`src/rtl/cache_axi_bridge_pkg.sv`:
```
// Shared types and constants for the cache line-fill / writeback AXI bridge.
// Holds the read/write FSM state enums, line geometry and fixed AXI burst fields.
// Every bridge file imports this package; nothing here is configurable per instance.
package cache_axi_bridge_pkg;

    // Line geometry: one cache line is one INCR burst of 32-bit beats.
    localparam int LINE_WORD_NUM = 4;
    localparam int LINE_W        = LINE_WORD_NUM * 32;
    localparam int BEAT_W        = $clog2(LINE_WORD_NUM);
    localparam int LINE_OFF      = $clog2(LINE_WORD_NUM * 4);

    localparam logic [BEAT_W-1:0] LAST_BEAT = BEAT_W'(LINE_WORD_NUM - 1);

    // Fixed AXI burst attributes.
    localparam logic [7:0] AXI_LEN        = 8'(LINE_WORD_NUM - 1);
    localparam logic [2:0] AXI_SIZE_4B    = 3'b010;
    localparam logic [1:0] AXI_BURST_INCR = 2'b01;
    localparam logic [3:0] AXI_WSTRB_ALL  = 4'hF;

    typedef enum logic [1:0] {
        R_IDLE = 2'd0,
        R_AR   = 2'd1,
        R_DATA = 2'd2,
        R_DONE = 2'd3
    } r_state_t;

    typedef enum logic [2:0] {
        W_IDLE = 3'd0,
        W_AW   = 3'd1,
        W_DATA = 3'd2,
        W_RESP = 3'd3,
        W_DONE = 3'd4
    } w_state_t;

    // True when both addresses fall in the same cache line.
    function automatic logic same_line(input logic [31:0] a, input logic [31:0] b);
        return a[31:LINE_OFF] == b[31:LINE_OFF];
    endfunction

endpackage

```
`src/rtl/axi_line_wr_ch.sv`:
```
// Writeback channel: turns one dirty-line request into an AXI AW + 4-beat W burst + B.
// Latency: AW issued the cycle after acceptance; wr_valid after B (or the cycle after accept when CACHE_WB_POSTED_EN).
// Backpressure: wr_rdy only in W_IDLE; awready/wready/bvalid stall the FSM in place.
// Ports: clk/rst, wr_req/wr_addr/wr_data/wr_rdy/wr_valid (cache side), AW/W/B AXI signals,
//        busy (a write is between acceptance and return to W_IDLE), used for read-after-write ordering.
// Macro CACHE_WB_POSTED_EN: completion pulse is posted at acceptance instead of after B.
module axi_line_wr_ch
    import cache_axi_bridge_pkg::*;
(
    input  logic              clk,
    input  logic              rst,
    input  logic              wr_req,
    input  logic [31:0]       wr_addr,
    input  logic [LINE_W-1:0] wr_data,
    output logic              wr_rdy,
    output logic              wr_valid,
    output logic [31:0]       awaddr,
    output logic              awvalid,
    input  logic              awready,
    output logic [31:0]       wdata,
    output logic              wlast,
    output logic              wvalid,
    input  logic              wready,
    input  logic              bvalid,
    output logic              bready,
    output logic              busy
);

    w_state_t                       w_state_q, w_state_d;
    logic [31:0]                    w_addr_q, w_addr_d;
    logic [LINE_WORD_NUM-1:0][31:0] w_line_q, w_line_d;
    logic [BEAT_W-1:0]              w_beat_q, w_beat_d;

    always_comb begin
        w_state_d = w_state_q;
        w_addr_d  = w_addr_q;
        w_line_d  = w_line_q;
        w_beat_d  = w_beat_q;
        wr_rdy    = 1'b0;
        awvalid   = 1'b0;
        wvalid    = 1'b0;
        wlast     = 1'b0;
        bready    = 1'b0;

        case (w_state_q)
            W_IDLE: begin
                wr_rdy = 1'b1;
                if (wr_req) begin
                    w_addr_d  = wr_addr;
                    w_line_d  = wr_data;
                    w_beat_d  = '0;
                    w_state_d = W_AW;
                end
            end
            W_AW: begin
                awvalid = 1'b1;
                if (awready) begin
                    w_state_d = W_DATA;
                end
            end
            W_DATA: begin
                wvalid = 1'b1;
                wlast  = (w_beat_q == LAST_BEAT);
                if (wready) begin
                    w_beat_d = w_beat_q + 1'b1;
                    if (w_beat_q == LAST_BEAT) begin
                        w_state_d = W_RESP;
                    end
                end
            end
            W_RESP: begin
                bready = 1'b1;
                if (bvalid) begin
                    w_state_d = W_DONE;
                end
            end
            W_DONE: begin
                w_state_d = W_IDLE;
            end
            default: begin
                w_state_d = W_IDLE;
            end
        endcase
    end

    always_ff @(posedge clk) begin
        if (rst) begin
            w_state_q <= W_IDLE;
            w_addr_q  <= '0;
            w_line_q  <= '0;
            w_beat_q  <= '0;
        end else begin
            w_state_q <= w_state_d;
            w_addr_q  <= w_addr_d;
            w_line_q  <= w_line_d;
            w_beat_q  <= w_beat_d;
        end
    end

    assign awaddr = w_addr_q;
    assign wdata  = w_line_q[w_beat_q];
    assign busy   = (w_state_q != W_IDLE);

`ifdef CACHE_WB_POSTED_EN
    // Posted completion: the cache may reuse the line as soon as it is latched here.
    logic posted_q, posted_d;

    always_comb begin
        posted_d = wr_req && wr_rdy;
    end

    always_ff @(posedge clk) begin
        if (rst) begin
            posted_q <= 1'b0;
        end else begin
            posted_q <= posted_d;
        end
    end

    assign wr_valid = posted_q;
`else
    assign wr_valid = (w_state_q == W_DONE);
`endif

endmodule

```
`src/rtl/cache_axi_bridge.sv`:
```
// Cache-to-AXI bridge: line fills as AXI INCR read bursts, dirty writebacks as INCR write bursts.
// Latency: fill returns 3 cycles + AXI latency after acceptance; writeback see axi_line_wr_ch.
// Backpressure: rd_rdy/wr_rdy only when the matching FSM idles; a fill to a line being written back waits.
// Ports: clk/rst; rd_req/rd_addr/rd_rdy/ret_valid/ret_data (fill); wr_req/wr_addr/wr_data/wr_rdy/wr_valid
//        (writeback); full AXI AR/R/AW/W/B master signals (bresp not used).
// Macro CACHE_WB_POSTED_EN: posted writeback completion (passed through to axi_line_wr_ch).
module cache_axi_bridge
    import cache_axi_bridge_pkg::*;
(
    input  logic              clk,
    input  logic              rst,
    // fill side
    input  logic              rd_req,
    input  logic [31:0]       rd_addr,
    output logic              rd_rdy,
    output logic              ret_valid,
    output logic [LINE_W-1:0] ret_data,
    // writeback side
    input  logic              wr_req,
    input  logic [31:0]       wr_addr,
    input  logic [LINE_W-1:0] wr_data,
    output logic              wr_rdy,
    output logic              wr_valid,
    // AXI AR / R
    output logic [31:0]       araddr,
    output logic [7:0]        arlen,
    output logic [2:0]        arsize,
    output logic [1:0]        arburst,
    output logic              arvalid,
    input  logic              arready,
    input  logic [31:0]       rdata,
    input  logic              rlast,
    input  logic              rvalid,
    output logic              rready,
    // AXI AW / W / B
    output logic [31:0]       awaddr,
    output logic [7:0]        awlen,
    output logic [2:0]        awsize,
    output logic [1:0]        awburst,
    output logic              awvalid,
    input  logic              awready,
    output logic [31:0]       wdata,
    output logic              wlast,
    output logic              wvalid,
    input  logic              wready,
    output logic [3:0]        wstrb,
    input  logic              bvalid,
    output logic              bready
);

    assign arlen   = AXI_LEN;
    assign arsize  = AXI_SIZE_4B;
    assign arburst = AXI_BURST_INCR;
    assign awlen   = AXI_LEN;
    assign awsize  = AXI_SIZE_4B;
    assign awburst = AXI_BURST_INCR;
    assign wstrb   = AXI_WSTRB_ALL;

    logic wr_busy;

    axi_line_wr_ch u_wr_ch (
        .clk      (clk),
        .rst      (rst),
        .wr_req   (wr_req),
        .wr_addr  (wr_addr),
        .wr_data  (wr_data),
        .wr_rdy   (wr_rdy),
        .wr_valid (wr_valid),
        .awaddr   (awaddr),
        .awvalid  (awvalid),
        .awready  (awready),
        .wdata    (wdata),
        .wlast    (wlast),
        .wvalid   (wvalid),
        .wready   (wready),
        .bvalid   (bvalid),
        .bready   (bready),
        .busy     (wr_busy)
    );

    // A fill must not overtake a writeback of the same line: memory would
    // return stale data. awaddr holds the pending write's line until W_IDLE.
    logic raw_hit;
    assign raw_hit = wr_busy && same_line(rd_addr, awaddr);

    r_state_t                       r_state_q, r_state_d;
    logic [31:0]                    araddr_q, araddr_d;
    logic [BEAT_W-1:0]              r_beat_q, r_beat_d;
    logic [LINE_WORD_NUM-1:0][31:0] r_line_q, r_line_d;

    always_comb begin
        r_state_d = r_state_q;
        araddr_d  = araddr_q;
        r_beat_d  = r_beat_q;
        r_line_d  = r_line_q;
        rd_rdy    = 1'b0;
        arvalid   = 1'b0;
        rready    = 1'b0;
        ret_valid = 1'b0;

        case (r_state_q)
            R_IDLE: begin
                rd_rdy = !raw_hit;
                if (rd_req && !raw_hit) begin
                    araddr_d  = rd_addr;
                    r_beat_d  = '0;
                    r_state_d = R_AR;
                end
            end
            R_AR: begin
                arvalid = 1'b1;
                if (arready) begin
                    r_state_d = R_DATA;
                end
            end
            R_DATA: begin
                rready = 1'b1;
                if (rvalid) begin
                    r_line_d[r_beat_q] = rdata;
                    r_beat_d           = r_beat_q + 1'b1;
                    // rlast ends the burst even if it arrives early; the
                    // untouched words keep their previous contents.
                    if (rlast) begin
                        r_state_d = R_DONE;
                    end
                end
            end
            R_DONE: begin
                ret_valid = 1'b1;
                r_state_d = R_IDLE;
            end
            default: begin
                r_state_d = R_IDLE;
            end
        endcase
    end

    always_ff @(posedge clk) begin
        if (rst) begin
            r_state_q <= R_IDLE;
            araddr_q  <= '0;
            r_beat_q  <= '0;
            r_line_q  <= '0;
        end else begin
            r_state_q <= r_state_d;
            araddr_q  <= araddr_d;
            r_beat_q  <= r_beat_d;
            r_line_q  <= r_line_d;
        end
    end

    assign araddr   = araddr_q;
    assign ret_data = r_line_q;

endmodule
```
`config.mk`:
```
export PLATFORM = sky130hd
export DESIGN_NAME = cache_axi_bridge
export DESIGN_NICKNAME = d
export VERILOG_FILES = /design/src/rtl/cache_axi_bridge_pkg.sv /design/src/rtl/axi_line_wr_ch.sv /design/src/rtl/cache_axi_bridge.sv
export SDC_FILE = /design/constraint.sdc
export NUM_CORES = 1
export LEC_CHECK = 0
export CAP_MARGIN = 0
export CORE_AREA = 2 2 194 196
export CTS_CLUSTER_SIZE = 30
export DETAILED_ROUTE_END_ITERATION = 8
export DIE_AREA = 0 0 196 198
export PLACE_DENSITY = 0.66
export SYNTH_ARGS = -nofsm -noshare
export SYNTH_HDL_FRONTEND = slang
export SYNTH_SLANG_ARGS = --single-unit
export TNS_END_PERCENT = 50
```
`constraint.sdc`:
```
create_clock -name clk -period 4.3 [get_ports clk]
set_input_delay 0.86 -clock clk [delete_from_list [all_inputs] [get_ports clk]]
set_output_delay 0.86 -clock clk [all_outputs]
set_load 0.005 [all_outputs]
```
==> results by group <==
Clock network
  • CTS max path bufs: 3
  • Clock root buffer: clkbuf_16
  • Worst skew pair latency: 0.54 ns
  • Post-CTS sizing: 0
  • Hold buffers post-CTS: 0
  • Clock Pin Slew Worst Setup and Hold Paths: approximately 0.06 ns
  • H-tree depth: 2
  • TritonCTS Buffers: 37
  • Clock tree from TritonCTS: yes
  • # Post-CTS Setup Buffers: 0
  • Clock Sinks: 329

Layout
  • Utilization after layout: 0.514
  • Share of layout cells above drive strength 1: 0.0596
  • Nets@finish: between 2k and 2.5k
  • Final Cell Area: 19,000 µm²
  • Reg area: 6590 µm²
  • Non-Filler Instances: 2,459
  • Multi-input gate area: 5670 µm²
  • Area delta synth->final: 47.8%
  • Fillers: 3,457

STA
  • Pins Over Slew Limit: 0
  • Slew @ Worst Pin: 0.822 ns
  • WHS: 0.451 ns
  • Clock skew: 0.0236 ns
  • Final hold violation count: 0
  • Fmax: 252 MHz
  • Fin crit share: 0.922
  • Final worst slack: 0.336 ns
  • Final setup fails: 0
  • Setup_tns: 0 ns
  • Fin crit period: between 3 and 4 ns
  • RSZ-0062 raised after global routing: false
  • Slew margin rel.: 0.452

Global routing
  • First-pass GRT wire length: approximately 65,000 µm
  • Pin count of the biggest net entering global routing: 125
  • Via count of the first global-routing pass: 11.5k
  • Total Routing Usage GR: 0.213
  • Total global routing overflow: 0
  • Initial antenna violation count: 8

Yosys
  • Cell variety after synth: 39
  • Top FF cell, synth: dfxtp_1
  • Post-Syn Area: 12,900 µm²
  • Seq cells post-synth: 329
  • Post-synth EDFFs: 0
  • Ys async rst share: 0
  • Cells after Synth: 1,543
  • Avg Inst Size Synth: 8.33 µm²
  • Ys Warns: 0
  • Seq/Total Area, Yosys: 0.512

Critical path
  • Type of origin of the critical path: input pin
  • WP data arrival: 3.10 ns
  • Worst Setup Path Type: in -> out
  • Critical Path Slowest Stage Cell: or4_4
  • CP endpoint kind: output port
  • CP Max Fanout: 3
  • Critical-path cell list: clkdlybuf4s50_1 > xor2_1 > or4_4 > nor4_4 > a31oi_1 > clkdlybuf4s50_1
  • Cell mode on critical path: clkdlybuf4s50_1
  • Critical Path Max Stage Delay: ~0.53 ns
  • Critical Path RT: 3.44 ns

Routing
  • DR iter-0 viols: 525
  • First-pass iteration count of the detailed router: 4
  • Drt wl/cell: 17.3 µm
  • DR DRC count: 0
  • Routed wire length: 42,600 µm
  • Vias: roughly 12k
  • Vias per cell: 4.84
  • Antenna Nets Post-Route: 0

Placement
  • Post-placement cell area: 17,800 µm²
  • # port buffers: between 400 and 500
  • RD Place Congestion: around 0.84
  • Dpl hpwl: 30,100 µm
  • Place WS: ~0.34 ns
  • Cells after DPL: 2,386

Floorplan
  • Std cell rows: 71
  • Die height: 198 µm
  • Top Ports: 498
  • Die X: 196 µm
  • Die area: 38,800 µm²
  • Core Region: 37,000 µm²
  • Starting Density: 0.348

Run status
  • Outcome: finished, final reports clean

Power and ir drop
  • Leak: between 6 and 7 nW
  • Worst vdd ir: 0.299 mV
  • Pwr Total: 7.92 mW
  • Power Density: 417 nW/µm²

Worst hold path
  • Hold crit path type: reg -> reg

Job
  • Max Cap Violations: 0
[Yosys cell counts, drive strengths merged, types with 2 or more instances]
library cell  instances  area, µm²
mux2i                34        340
dfxtp               329       6590
mux4                 32        721
nand4                 5       31.3
and2                  3       18.8
a21oi               291       1460
clkbuf              106        398
xor2                  3       26.3
xnor2                25        219
buf                  38        280
inv                   9       33.8
o21ai                 2       10.0
nor2                 38        143
o211ai                2       15.0
and3                  5       31.3
nand2               582       2180
ha                    9        113
nor3                  4       25.0
conb                  2       7.51
a22oi                 2       15.0
nor3b                 3       22.5
nand3                 6       30.0
[critical path: cells and delay by family]
kind	cells	cell delay (ns)
xor+xnor	1	0.21
simple gates	2	0.98
compound gates	1	0.14
buf+inv	2	0.91
[logic make-up (layout without fill, tap and decap cells)]
logic type | Yosys count | count (layout) | synth area share
AND/OR/NAND/NOR | 652 | 652 | 0.198
other | 2 | 36 | 0.000584
AO/OA/AOI/OAI | 304 | 304 | 0.123
XOR/XNOR | 28 | 28 | 0.0191
flip-flops | 329 | 329 | 0.512
adder cells (fa/ha/maj) | 9 | 9 | 0.00876
buffers and inverters | 153 | 561 | 0.0554
multiplexers | 66 | 66 | 0.0825
[power breakdown]
group,total (mW),switching [mW],internal (mW)
logic,1.36,0.646,0.717
clock network,3.17,1.29,1.88
registers,3.38,0.129,3.25
[metal layers]
layer | track usage | vias to the layer above | wire length (µm)
met5 | 0 | - | 36
met1 | 0.246 | 5604 | 17100
met2 | 0.370 | 381 | 20600
met4 | 0.0735 | 6 | 1240
li1 | - | 5834 | -
met3 | 0.0697 | 78 | 3630
[cell type report]
cell class	count	area share
flip-flops and latches	329	0.347
repair buffers	485	0.256
well taps	474	0.0312
inverters	9	0.00178
clock inverters	12	0.00751
clock buffers	55	0.0571
diodes	6	0.000791
multi-input cells	1089	0.299
[placed cells by master, fill, tap and decap left out, types with 25 or more instances in the layout]
master             n
nor2_1            38
mux2i_1           34
nand2_1          581
xnor2_1           25
clkdlybuf4s50_1  466
conb_1            30
mux4_2            32
clkbuf_16         37
a21oi_1          291
dfxtp_1          327
[registers in the layout, summed over array words and instances, names as in the netlist]
register / flops
u_wr_ch.w_state_q: 3
u_wr_ch.w_line_q: 128
ret_data: 128
r_beat_q: 2
u_wr_ch.w_beat_q: 2
araddr: 32
u_wr_ch.awaddr: 32
r_state_q: 2
[path summary, 6_finish.rpt]
| kind | start | endpoint | slack, ns | cells after the start |
|---|---|---|---|---|
| setup / recovery | rd_addr[31] | rd_rdy | 0.34 | 6 |
| hold / removal | u_wr_ch.w_line_q[51]$_SDFFE_PP0P_ | u_wr_ch.w_line_q[51]$_SDFFE_PP0P_ | 0.45 | 2 |
| setup reg to reg | u_wr_ch.w_state_q[0]$_SDFFE_PP0P_ | araddr[9]$_SDFFE_PP0P_ | 1.56 | 7 |
| hold reg to reg | u_wr_ch.w_line_q[51]$_SDFFE_PP0P_ | u_wr_ch.w_line_q[51]$_SDFFE_PP0P_ | 0.45 | 2 |
No activity file was read; power rests on OpenSTA's default activity.
